==> src/rtl/ifetch_pkg.sv <==
// Shared definitions for the instruction fetch stage: instruction field
// positions, the default reset PC and the buffered fetch-entry layout.
package ifetch_pkg;

    localparam int OP_MSB   = 31;
    localparam int OP_LSB   = 26;
    localparam int FUNC_MSB = 5;
    localparam int FUNC_LSB = 0;

    localparam logic [31:0] RESET_PC_DEFAULT = 32'h0000_0000;

    typedef struct packed {
        logic [31:0] instr;
        logic [31:0] pc;
    } fetch_entry_t;

    // Fetch addresses are always word aligned; low two bits are discarded.
    function automatic logic [31:0] align_word(input logic [31:0] addr);
        return {addr[31:2], 2'b00};
    endfunction

endpackage

==> src/rtl/ifetch_fifo.sv <==
// Small synchronous FIFO with flush, used both for the instruction buffer
// and for the in-flight request PC queue. Push and pop may coincide in the
// same cycle, including when the FIFO is full or empty.
module ifetch_fifo #(
    parameter int DEPTH = 2,
    parameter int WIDTH = 64
) (
    input  logic                           clk_i,
    input  logic                           rst_ni,
    input  logic                           flush_i,
    input  logic                           push_i,
    input  logic [WIDTH-1:0]               data_i,
    input  logic                           pop_i,
    output logic [WIDTH-1:0]               data_o,
    output logic [$clog2(DEPTH+1)-1:0]     count_o
);

    localparam int AW = $clog2(DEPTH);
    localparam int CW = $clog2(DEPTH+1);

    logic [WIDTH-1:0] mem_q [DEPTH];
    logic [AW-1:0]    rd_ptr_q;
    logic [AW-1:0]    wr_ptr_q;
    logic [CW-1:0]    count_q;
    logic             do_push;
    logic             do_pop;

    // A pop frees a slot, so a push into a full FIFO is accepted alongside it.
    always_comb begin
        do_pop  = pop_i && (count_q != '0);
        do_push = push_i && ((count_q != CW'(DEPTH)) || do_pop);
    end

    // Storage, pointers and occupancy; flush empties without touching storage.
    always_ff @(posedge clk_i) begin
        if (!rst_ni) begin
            rd_ptr_q <= '0;
            wr_ptr_q <= '0;
            count_q  <= '0;
            for (int i = 0; i < DEPTH; i++) begin
                mem_q[i] <= '0;
            end
        end else if (flush_i) begin
            rd_ptr_q <= '0;
            wr_ptr_q <= '0;
            count_q  <= '0;
        end else begin
            if (do_push) begin
                mem_q[wr_ptr_q] <= data_i;
                wr_ptr_q        <= wr_ptr_q + AW'(1);
            end
            if (do_pop) begin
                rd_ptr_q <= rd_ptr_q + AW'(1);
            end
            case ({do_push, do_pop})
                2'b10:   count_q <= count_q + CW'(1);
                2'b01:   count_q <= count_q - CW'(1);
                default: count_q <= count_q;
            endcase
        end
    end

    // Head entry is read combinationally from storage.
    always_comb begin
        data_o  = mem_q[rd_ptr_q];
        count_o = count_q;
    end

endmodule

==> src/rtl/ifetch_stage.sv <==
// Instruction fetch stage: owns the fetch PC, issues word reads over a
// req/gnt + rvalid handshake, buffers returned words in order and presents
// them to decode. Redirects flush buffered data and drop in-flight replies.
// Optional macro IFETCH_PERF_EN adds saturating fetch/stall counters.
module ifetch_stage
    import ifetch_pkg::*;
#(
    parameter logic [31:0] RESET_PC = RESET_PC_DEFAULT,
    parameter int          DEPTH    = 2
) (
    input  logic        clk,
    input  logic        rst_n,
    output logic        imem_req,
    output logic [31:0] imem_addr,
    input  logic        imem_gnt,
    input  logic        imem_rvalid,
    input  logic [31:0] imem_rdata,
    input  logic        redirect_valid,
    input  logic [31:0] redirect_pc,
    output logic        id_valid,
    input  logic        id_ready,
    output logic [31:0] id_instr,
    output logic [31:0] id_pc,
    output logic [5:0]  id_op,
    output logic [5:0]  id_func
`ifdef IFETCH_PERF_EN
    ,
    output logic [31:0] perf_fetch_cnt,
    output logic [31:0] perf_stall_cnt
`endif
);

    localparam int CW = $clog2(DEPTH+1);

    logic [31:0]  pc_q, pc_d;
    logic [CW-1:0] out_q, out_d;
    logic [CW-1:0] drop_q, drop_d;
    logic [CW:0]  occ;
    logic         grant;
    logic         resp_keep;
    logic         pop_id;
    logic [CW-1:0] buf_count;
    logic [CW-1:0] pq_count;
    logic [31:0]  pq_head;
    fetch_entry_t push_entry;
    fetch_entry_t head_entry;

    // Issue rule, handshake qualifiers and the entry pushed on a kept reply.
    always_comb begin
        occ              = {1'b0, out_q} + {1'b0, buf_count};
        imem_req         = rst_n && !redirect_valid && (occ < (CW+1)'(DEPTH));
        imem_addr        = pc_q;
        grant            = imem_req && imem_gnt;
        resp_keep        = imem_rvalid && (drop_q == '0);
        id_valid         = rst_n && (buf_count != '0);
        pop_id           = id_valid && id_ready;
        push_entry.instr = imem_rdata;
        push_entry.pc    = pq_head;
    end

    // Next PC, outstanding and drop counts; a redirect overrides everything
    // and marks every reply still owed (after this cycle) as stale.
    always_comb begin
        pc_d   = pc_q;
        out_d  = out_q;
        drop_d = drop_q;
        if (grant) begin
            pc_d = pc_q + 32'd4;
        end
        case ({grant, imem_rvalid})
            2'b10:   out_d = out_q + CW'(1);
            2'b01:   out_d = out_q - CW'(1);
            default: out_d = out_q;
        endcase
        if (imem_rvalid && (drop_q != '0)) begin
            drop_d = drop_q - CW'(1);
        end
        if (redirect_valid) begin
            pc_d   = align_word(redirect_pc);
            drop_d = out_d;
        end
    end

    // Fetch control state registers.
    always_ff @(posedge clk) begin
        if (!rst_n) begin
            pc_q   <= RESET_PC;
            out_q  <= '0;
            drop_q <= '0;
        end else begin
            pc_q   <= pc_d;
            out_q  <= out_d;
            drop_q <= drop_d;
        end
    end

    ifetch_fifo #(
        .DEPTH (DEPTH),
        .WIDTH (32)
    ) u_pc_queue (
        .clk_i   (clk),
        .rst_ni  (rst_n),
        .flush_i (redirect_valid),
        .push_i  (grant),
        .data_i  (pc_q),
        .pop_i   (resp_keep),
        .data_o  (pq_head),
        .count_o (pq_count)
    );

    ifetch_fifo #(
        .DEPTH (DEPTH),
        .WIDTH ($bits(fetch_entry_t))
    ) u_instr_buf (
        .clk_i   (clk),
        .rst_ni  (rst_n),
        .flush_i (redirect_valid),
        .push_i  (resp_keep && !redirect_valid),
        .data_i  (push_entry),
        .pop_i   (pop_id),
        .data_o  (head_entry),
        .count_o (buf_count)
    );

    // Decode-facing fields; held at zero while reset is asserted.
    always_comb begin
        id_instr = rst_n ? head_entry.instr : '0;
        id_pc    = rst_n ? head_entry.pc    : '0;
        id_op    = id_instr[OP_MSB:OP_LSB];
        id_func  = id_instr[FUNC_MSB:FUNC_LSB];
    end

`ifdef IFETCH_PERF_EN
    logic [31:0] perf_fetch_q;
    logic [31:0] perf_stall_q;

    // Saturating performance counters; redirects do not clear them.
    always_ff @(posedge clk) begin
        if (!rst_n) begin
            perf_fetch_q <= '0;
            perf_stall_q <= '0;
        end else begin
            if (pop_id && !redirect_valid && (perf_fetch_q != '1)) begin
                perf_fetch_q <= perf_fetch_q + 32'd1;
            end
            if (id_ready && !id_valid && (perf_stall_q != '1)) begin
                perf_stall_q <= perf_stall_q + 32'd1;
            end
        end
    end

    assign perf_fetch_cnt = perf_fetch_q;
    assign perf_stall_cnt = perf_stall_q;
`endif

    // A reply with nothing outstanding, or a kept reply with no tracked PC,
    // means the memory side broke the in-order handshake.
    a_rvalid_outstanding: assert property (@(posedge clk) disable iff (!rst_n)
        imem_rvalid |-> (out_q != '0));
    a_keep_has_pc: assert property (@(posedge clk) disable iff (!rst_n)
        resp_keep |-> (pq_count != '0));

endmodule

==> config.mk <==
export PLATFORM = sky130hd
export DESIGN_NAME = ifetch_stage
export DESIGN_NICKNAME = d
export VERILOG_FILES = /design/src/rtl/ifetch_pkg.sv /design/src/rtl/ifetch_fifo.sv /design/src/rtl/ifetch_stage.sv
export SDC_FILE = /design/constraint.sdc
export NUM_CORES = 1
export LEC_CHECK = 0
export BUFFER_PORTS_ARGS = -buffer_cell sky130_fd_sc_hd__buf_2
export CAP_MARGIN = 30
export CORE_MARGIN = 2
export CORE_UTILIZATION = 30
export DETAILED_ROUTE_END_ITERATION = 12
export GPL_TIMING_DRIVEN = 0
export SYNTH_ARGS = -nofsm -noshare
export SYNTH_HDL_FRONTEND = slang
export SYNTH_SLANG_ARGS = --single-unit
==> constraint.sdc <==
create_clock -name clk -period 6.7 [get_ports clk]
set_clock_uncertainty 0.2 [all_clocks]
set_input_delay 0.335 -clock clk [delete_from_list [all_inputs] [get_ports clk]]
set_output_delay 0.335 -clock clk [all_outputs]
set_load 0.005 [all_outputs]
# Word-level counts from Yosys, hierarchy flattened
# Memories as Yosys holds them, arrays and structs flattened. A register that Yosys moved wholly into a read port is not among the register bits.
# Index checks and enable logic that the tools add are counted.
dict set report word_totals {
  ff_bits 44
  word_cells 89
  out_inout_bits 110
  memories 2
  ram_bits 192
}
dict set report classes {
  n_reduce_logical 26
  n_mux 28
  order_cmp 1
  bitwise 1
  eq_ne 8
  n_addsub 13
}
# memory depth word_bits rd rd_ports_with_merged_regs write_ports line
set memory_table {}
lappend memory_table {u_instr_buf.mem_q 2 64 1 1 2 ifetch_fifo.sv:21} ;# logic [WIDTH-1:0] mem_q [DEPTH];
lappend memory_table {u_pc_queue.mem_q 2 32 1 1 2 ifetch_fifo.sv:21}
# operator count
set op_table {}
lappend op_table {{$mux W32} 5}
lappend op_table {{$mux W64} 1}
lappend op_table {{$reduce_or A64 Y1} 1}
lappend op_table {{$add A32 B3 Y32 const B} 1}
lappend op_table {{$reduce_or A32 Y1} 1}
lappend op_table {{$mux W1} 17}
lappend op_table {{$reduce_bool A2 Y1} 7}
lappend op_table {{$logic_and A1 B1 Y1} 12}
lappend op_table {{$pmux W2 S2} 3}
lappend op_table {{$sub A2 B1 Y2 const B} 4}
lappend op_table {{$add A2 B1 Y2 const B} 3}
lappend op_table {{$eq A2 B1 Y1 const B} 3}
lappend op_table {{$eq A2 B2 Y1 const B} 3}
lappend op_table {{$add A1 B1 Y1 const B} 4}
lappend op_table {{$mux W2} 2}
lappend op_table {{$ne A2 B2 Y1 const B} 2}
lappend op_table {{$add A2 B2 Y3} 1}
lappend op_table {{$lt A3 B2 Y1 const B} 1}
lappend op_table {{$logic_not A2 Y1} 1}
lappend op_table {{$logic_or A1 B1 Y1} 2}
lappend op_table {{$reduce_or A2 Y1} 1}
lappend op_table {{$logic_not A1 Y1} 1}
lappend op_table {{$not A1 Y1} 1}

# Depth between registers and ports, before layout
dict set report depth {
  depth_word 12
  depth_mapped 9
  mapped_depth_nobuf 9
}

# Cells and area by module
# A second synthesis with hierarchy kept.
dict set report unflattened {
  cells_unflattened 898
  area_unflattened_um2 11479.8
}
# module area_each_um2 cells_per_inst n_inst seq_area_each_um2
set by_module_without_submodules {}
lappend by_module_without_submodules {{ifetch_fifo at u_instr_buf} 5871.9 367 1 3943.8}
lappend by_module_without_submodules {{ifetch_fifo at u_pc_queue} 3029.2 196 1 2021.9}
lappend by_module_without_submodules {ifetch_stage 2578.7 335 1 680.7}

# Worst setup path before layout
# Ideal clock, no wire load.
dict set report synth_path {
  path_type {register to register}
  from {reg drop_q[0]}
  to {mem u_instr_buf.mem_q[0][10] (enable)}
  stages_incl_launch_ff 7
  synth_period_minus_slack_ns 6.224
  arrival_time_ns 5.456
  path_buffers 1
  path_slack_ns 0.476
  required_ns 5.932
  cell_sequence {dfxtp_1 -> inv_1 -> ha_1 -> nand2_1 -> or3_1 -> clkbuf_1 -> o21ai_0}
}
# element line
set synth_lines {}
lappend synth_lines {{start: declaration} ifetch_stage.sv:37} ;# logic [CW-1:0] drop_q, drop_d;
lappend synth_lines {{start signal: assignment} ifetch_stage.sv:93} ;# drop_q <= drop_d;
lappend synth_lines {{end: declaration} ifetch_fifo.sv:21}

==> summary.md <==
| Metric | Value |
|---|---|
| Status | complete, no violations |
| Initial antenna violation count | 0 |
| Post-CTS sizing | 0 |
| Synthesized cell area | roughly 10,000 um2 |
| Post-Syn Area per Cell | 11.80 um2 |
| Max Clk Rate | around 240 MHz |
| Vias per cell | between 4 and 5 |
| Io pins | between 150 and 200 |
| DP Cell Count | 1,520 |
| Startpoint Class | flop |
| Unrepaired setup endpoints after global routing | no |
| CP peak stage delay | 560 ps |
| CP endpoint kind | flop |
| Initial core utilization | 30.34% |
| Pre-antenna DRT Iters | 5 |
| Top_reg_cell synth | edfxtp_1 |
| Number of global-route vias before repair | 7,411 |
| CP Buf/Inv Count | 2 |
| Dpl hpwl | 19,920 um |
| Flops & latches, synth | 228 |
| Hold wc startpoint | redirect_valid |
| Total global routing overflow | 0 |
| Area grow syn2layout | 29.73% |
| Final nets | 1,229 |
| Metal3 WL | between 1000 and 1500 um |
| Detailed Route WL | between 20,000 and 30,000 um |
| CTS tree | built |
| Post CTS Setup Buffer Count | 0 |
| # rows | 68 |
| DRC | 0 |
| WP data required | 6730 ps |
| Port buffer count | 173 |
| Crit path top cell by count | nand2_1 |
| Antenna Diode Count | 0 |
| Seq/Total Area, Yosys | 61.44% |
| CP delay by family, top | simple AND/OR/NAND/NOR gates |
| 1st-iter DRT viols | 456 |
| Peak supply drop | around 0.00019 V |
| Crit-path cells | and2_1, fa_1, nor3b_1, nand2_1, a31oi_1, clkbuf_1, nand2_1, nand2_1, buf_16 |
| EDFF count, synth | 184 |
| Via count | 7,610 |
| Routability congestion estimate | 0.8159 |
| Hold/Removal Path Class | input pin to flop |
| Static Leak | 5.484 nW |
| Total die area | 36,270 um2 |
| WP data arrival | 4140 ps |
| P per Cell Area | around 260 nW/um2 |
| Gate Count Post-Synth | 884 |
| Max-slew violations | 0 |
| Final Hold Vio Count | 0 |
| Async set or reset register ratio after synthesis | 0% |
| Ratio of cells with drive above 1 in the final layout | around 22% |
| Reg-to-reg startpoint | u_instr_buf.count_o[0]$_SDFFE_PP0P_ |
| Core Box Area | 34,370 um2 |
| Clock sinks | 228 |
| CP Class | flop to flop |
| Met2 Wirelength | 13,820 um |
| Worst slew pin tran | 958.0 ps |
| Most common cell after layout, fill and taps aside | edfxtp_1 |
| Antenna-violating nets left | 0 |
| Commonest non-fill, non-tap cells in the layout | edfxtp_1, buf_2, nor2_1 |
| CTS root buffer | clkbuf_16 |
| Hold Path Stages | 3 |
| Max clock buf depth | 3 |
| CP max-delay cell | nand2_1 |
| First-pass GRT wire length | 42,480 um |
| Crit share post-route | 61.32% |
| H-tree Lvls | 1 |
| Largest net degree at the start of global routing | 31 |
| Gr usage total | 15.19% |
| R2R Path End | u_pc_queue.mem_q[1][7]$_SDFFCE_PN0P_ |
| Post-route minimum period | 4109 ps |
| Non-filler cells, final | 1,628 |
| Die Wd | around 190 um |
| Metal1 wirelength | 12,360 um |
| Worst-path clk slew | 60 ps |
| Die H | around 190 um |
| Highest metal used | met4 |
| Hold buffers post-CTS | 62 |
| Reg2reg setup slack | 2590 ps |
| Worst hold path endpoint | drop_q[1]$_SDFFE_PN0P_ |
| Worst slew margin | a little over a third |
| Average wire per standard cell | 17.31 um |
| Endpoints failing setup | 0 |
| Netlist cell types | 53 |
| MaxCap Viol Count | 0 |
| Worst-case reg-to-reg path depth | 9 |
| Core Util, Final | 39.36% |
| CP max FO | 18 |
| Total CTS buffers | 25 |
| Clock Latency Late Sink | approximately 530 ps |
| Synth warn | 0 |
==> cell usage after synthesis (6+ instances only) <==
cell type | count | share of area (%)
nand4_1 | 9 | 0.54
xor2_1 | 13 | 1.1
xnor2_1 | 17 | 1.4
clkbuf_1 | 51 | 1.8
mux2i_1 | 97 | 9.3
nor3_1 | 12 | 0.58
buf_1 | 6 | 0.22
edfxtp_1 | 184 | 53
nor2_1 | 147 | 5.3
buf_4 | 16 | 1.2
nand2_1 | 27 | 0.97
nand3_1 | 16 | 0.77
o21ai_0 | 18 | 0.86
dfxtp_1 | 44 | 8.4
or3_1 | 6 | 0.36
inv_1 | 8 | 0.29
a21oi_1 | 28 | 1.3
and3_1 | 98 | 5.9
and2_1 | 32 | 1.9
==> where the power goes <==
group / switching, W / internal, W
combinational: 0.000194 / 0.000142
sequential: 0.0000470 / 0.00161
clock: 0.000567 / 0.000932
total: 0.000808 / 0.00269
==> logic make-up (layout without fill, tap and decap cells) <==
group           Yosys count  count (layout)  share of synthesized area, %
fa+ha+maj                 5               5                        0.6720
buf+inv                  86             372                         3.780
xor+xnor                 30              30                         2.520
other cells               1               4                       0.03596
mux                      98              98                         9.419
compound gates           64              64                         3.468
flops                   228             228                         61.44
simple gates            372             372                         18.67
==> metrics by stage <==
| step | setup TNS (ps) | area (um2) | hold WS (ps) | worst slack, ps | power [W] |
|---|---|---|---|---|---|
| 4_1_cts | 0 | 13530 | 23.83 | 2544 | 0.003518 |
| 2_1_floorplan | 0 | 10440 | 276.9 | 476.1 | 0.001852 |
| 6_report | 0 | 13530 | 49.19 | 2591 | 0.003496 |
| 3_3_place_gp | -286000 | 11870 | 295.6 | -2335 | 0.001996 |
| 5_1_grt | 0 | 13530 | 47.62 | 2267 | 0.003616 |
| 3_5_place_dp | 0 | 12010 | 312.1 | 2574 | 0.002001 |
==> state kept, by name, summed over array words and instances, names as in the netlist, named ones only <==
| signal | cells |
|---|---|
| drop_q | 2 |
| imem_addr | 30 |
| out_q | 2 |
| u_instr_buf.count_o | 2 |
| u_instr_buf.mem_q | 124 |
| u_instr_buf.rd_ptr_q | 1 |
| u_instr_buf.wr_ptr_q | 1 |
| u_pc_queue.count_o | 2 |
| u_pc_queue.mem_q | 60 |
| u_pc_queue.rd_ptr_q | 1 |
| u_pc_queue.wr_ptr_q | 1 |
==> layout make-up <==
type	instances	area, um2
fill	3358	20850
sequential	228	6406
multi-input combinational	573	3664
timing repair buffer	240	1594
clock buffer	29	650.6
tap	455	569.3
buffer	77	360.3
clock inverter	17	250.2
inverter	9	33.78
==> worst max path at each step <==
stage / startpoint / end / cells after the start
final: u_instr_buf.count_o[0]$_SDFFE_PP0P_ / u_pc_queue.mem_q[1][7]$_SDFFCE_PN0P_ / 9
after CTS: u_instr_buf.count_o[0]$_SDFFE_PP0P_ / u_pc_queue.mem_q[1][6]$_SDFFCE_PN0P_ / 9
after detailed placement: u_instr_buf.count_o[0]$_SDFFE_PP0P_ / u_pc_queue.mem_q[1][8]$_SDFFCE_PN0P_ / 9
after global placement: drop_q[0]$_SDFFE_PN0P_ / u_instr_buf.mem_q[1][15]$_SDFFCE_PN0P_ / 6
after global routing: u_instr_buf.count_o[0]$_SDFFE_PP0P_ / u_pc_queue.mem_q[1][6]$_SDFFCE_PN0P_ / 9
after floorplan: drop_q[0]$_SDFFE_PN0P_ / u_instr_buf.mem_q[0][10]$_SDFFCE_PN0P_ / 6
==> tightest hold or removal path: cells and delay by family <==
family	cells	cell delay, ps
and+or+nand+nor	1	110
AOI/OAI and AO/OA	1	160
buffers and inverters	1	120
==> layer usage <==
layer	vias up	global-route usage, %
met5	-	0
met4	0	4.472
met3	41	2.172
met2	201	25.57
met1	3674	20.31
li1	3694	-
(Power assumes the default switching activity.)
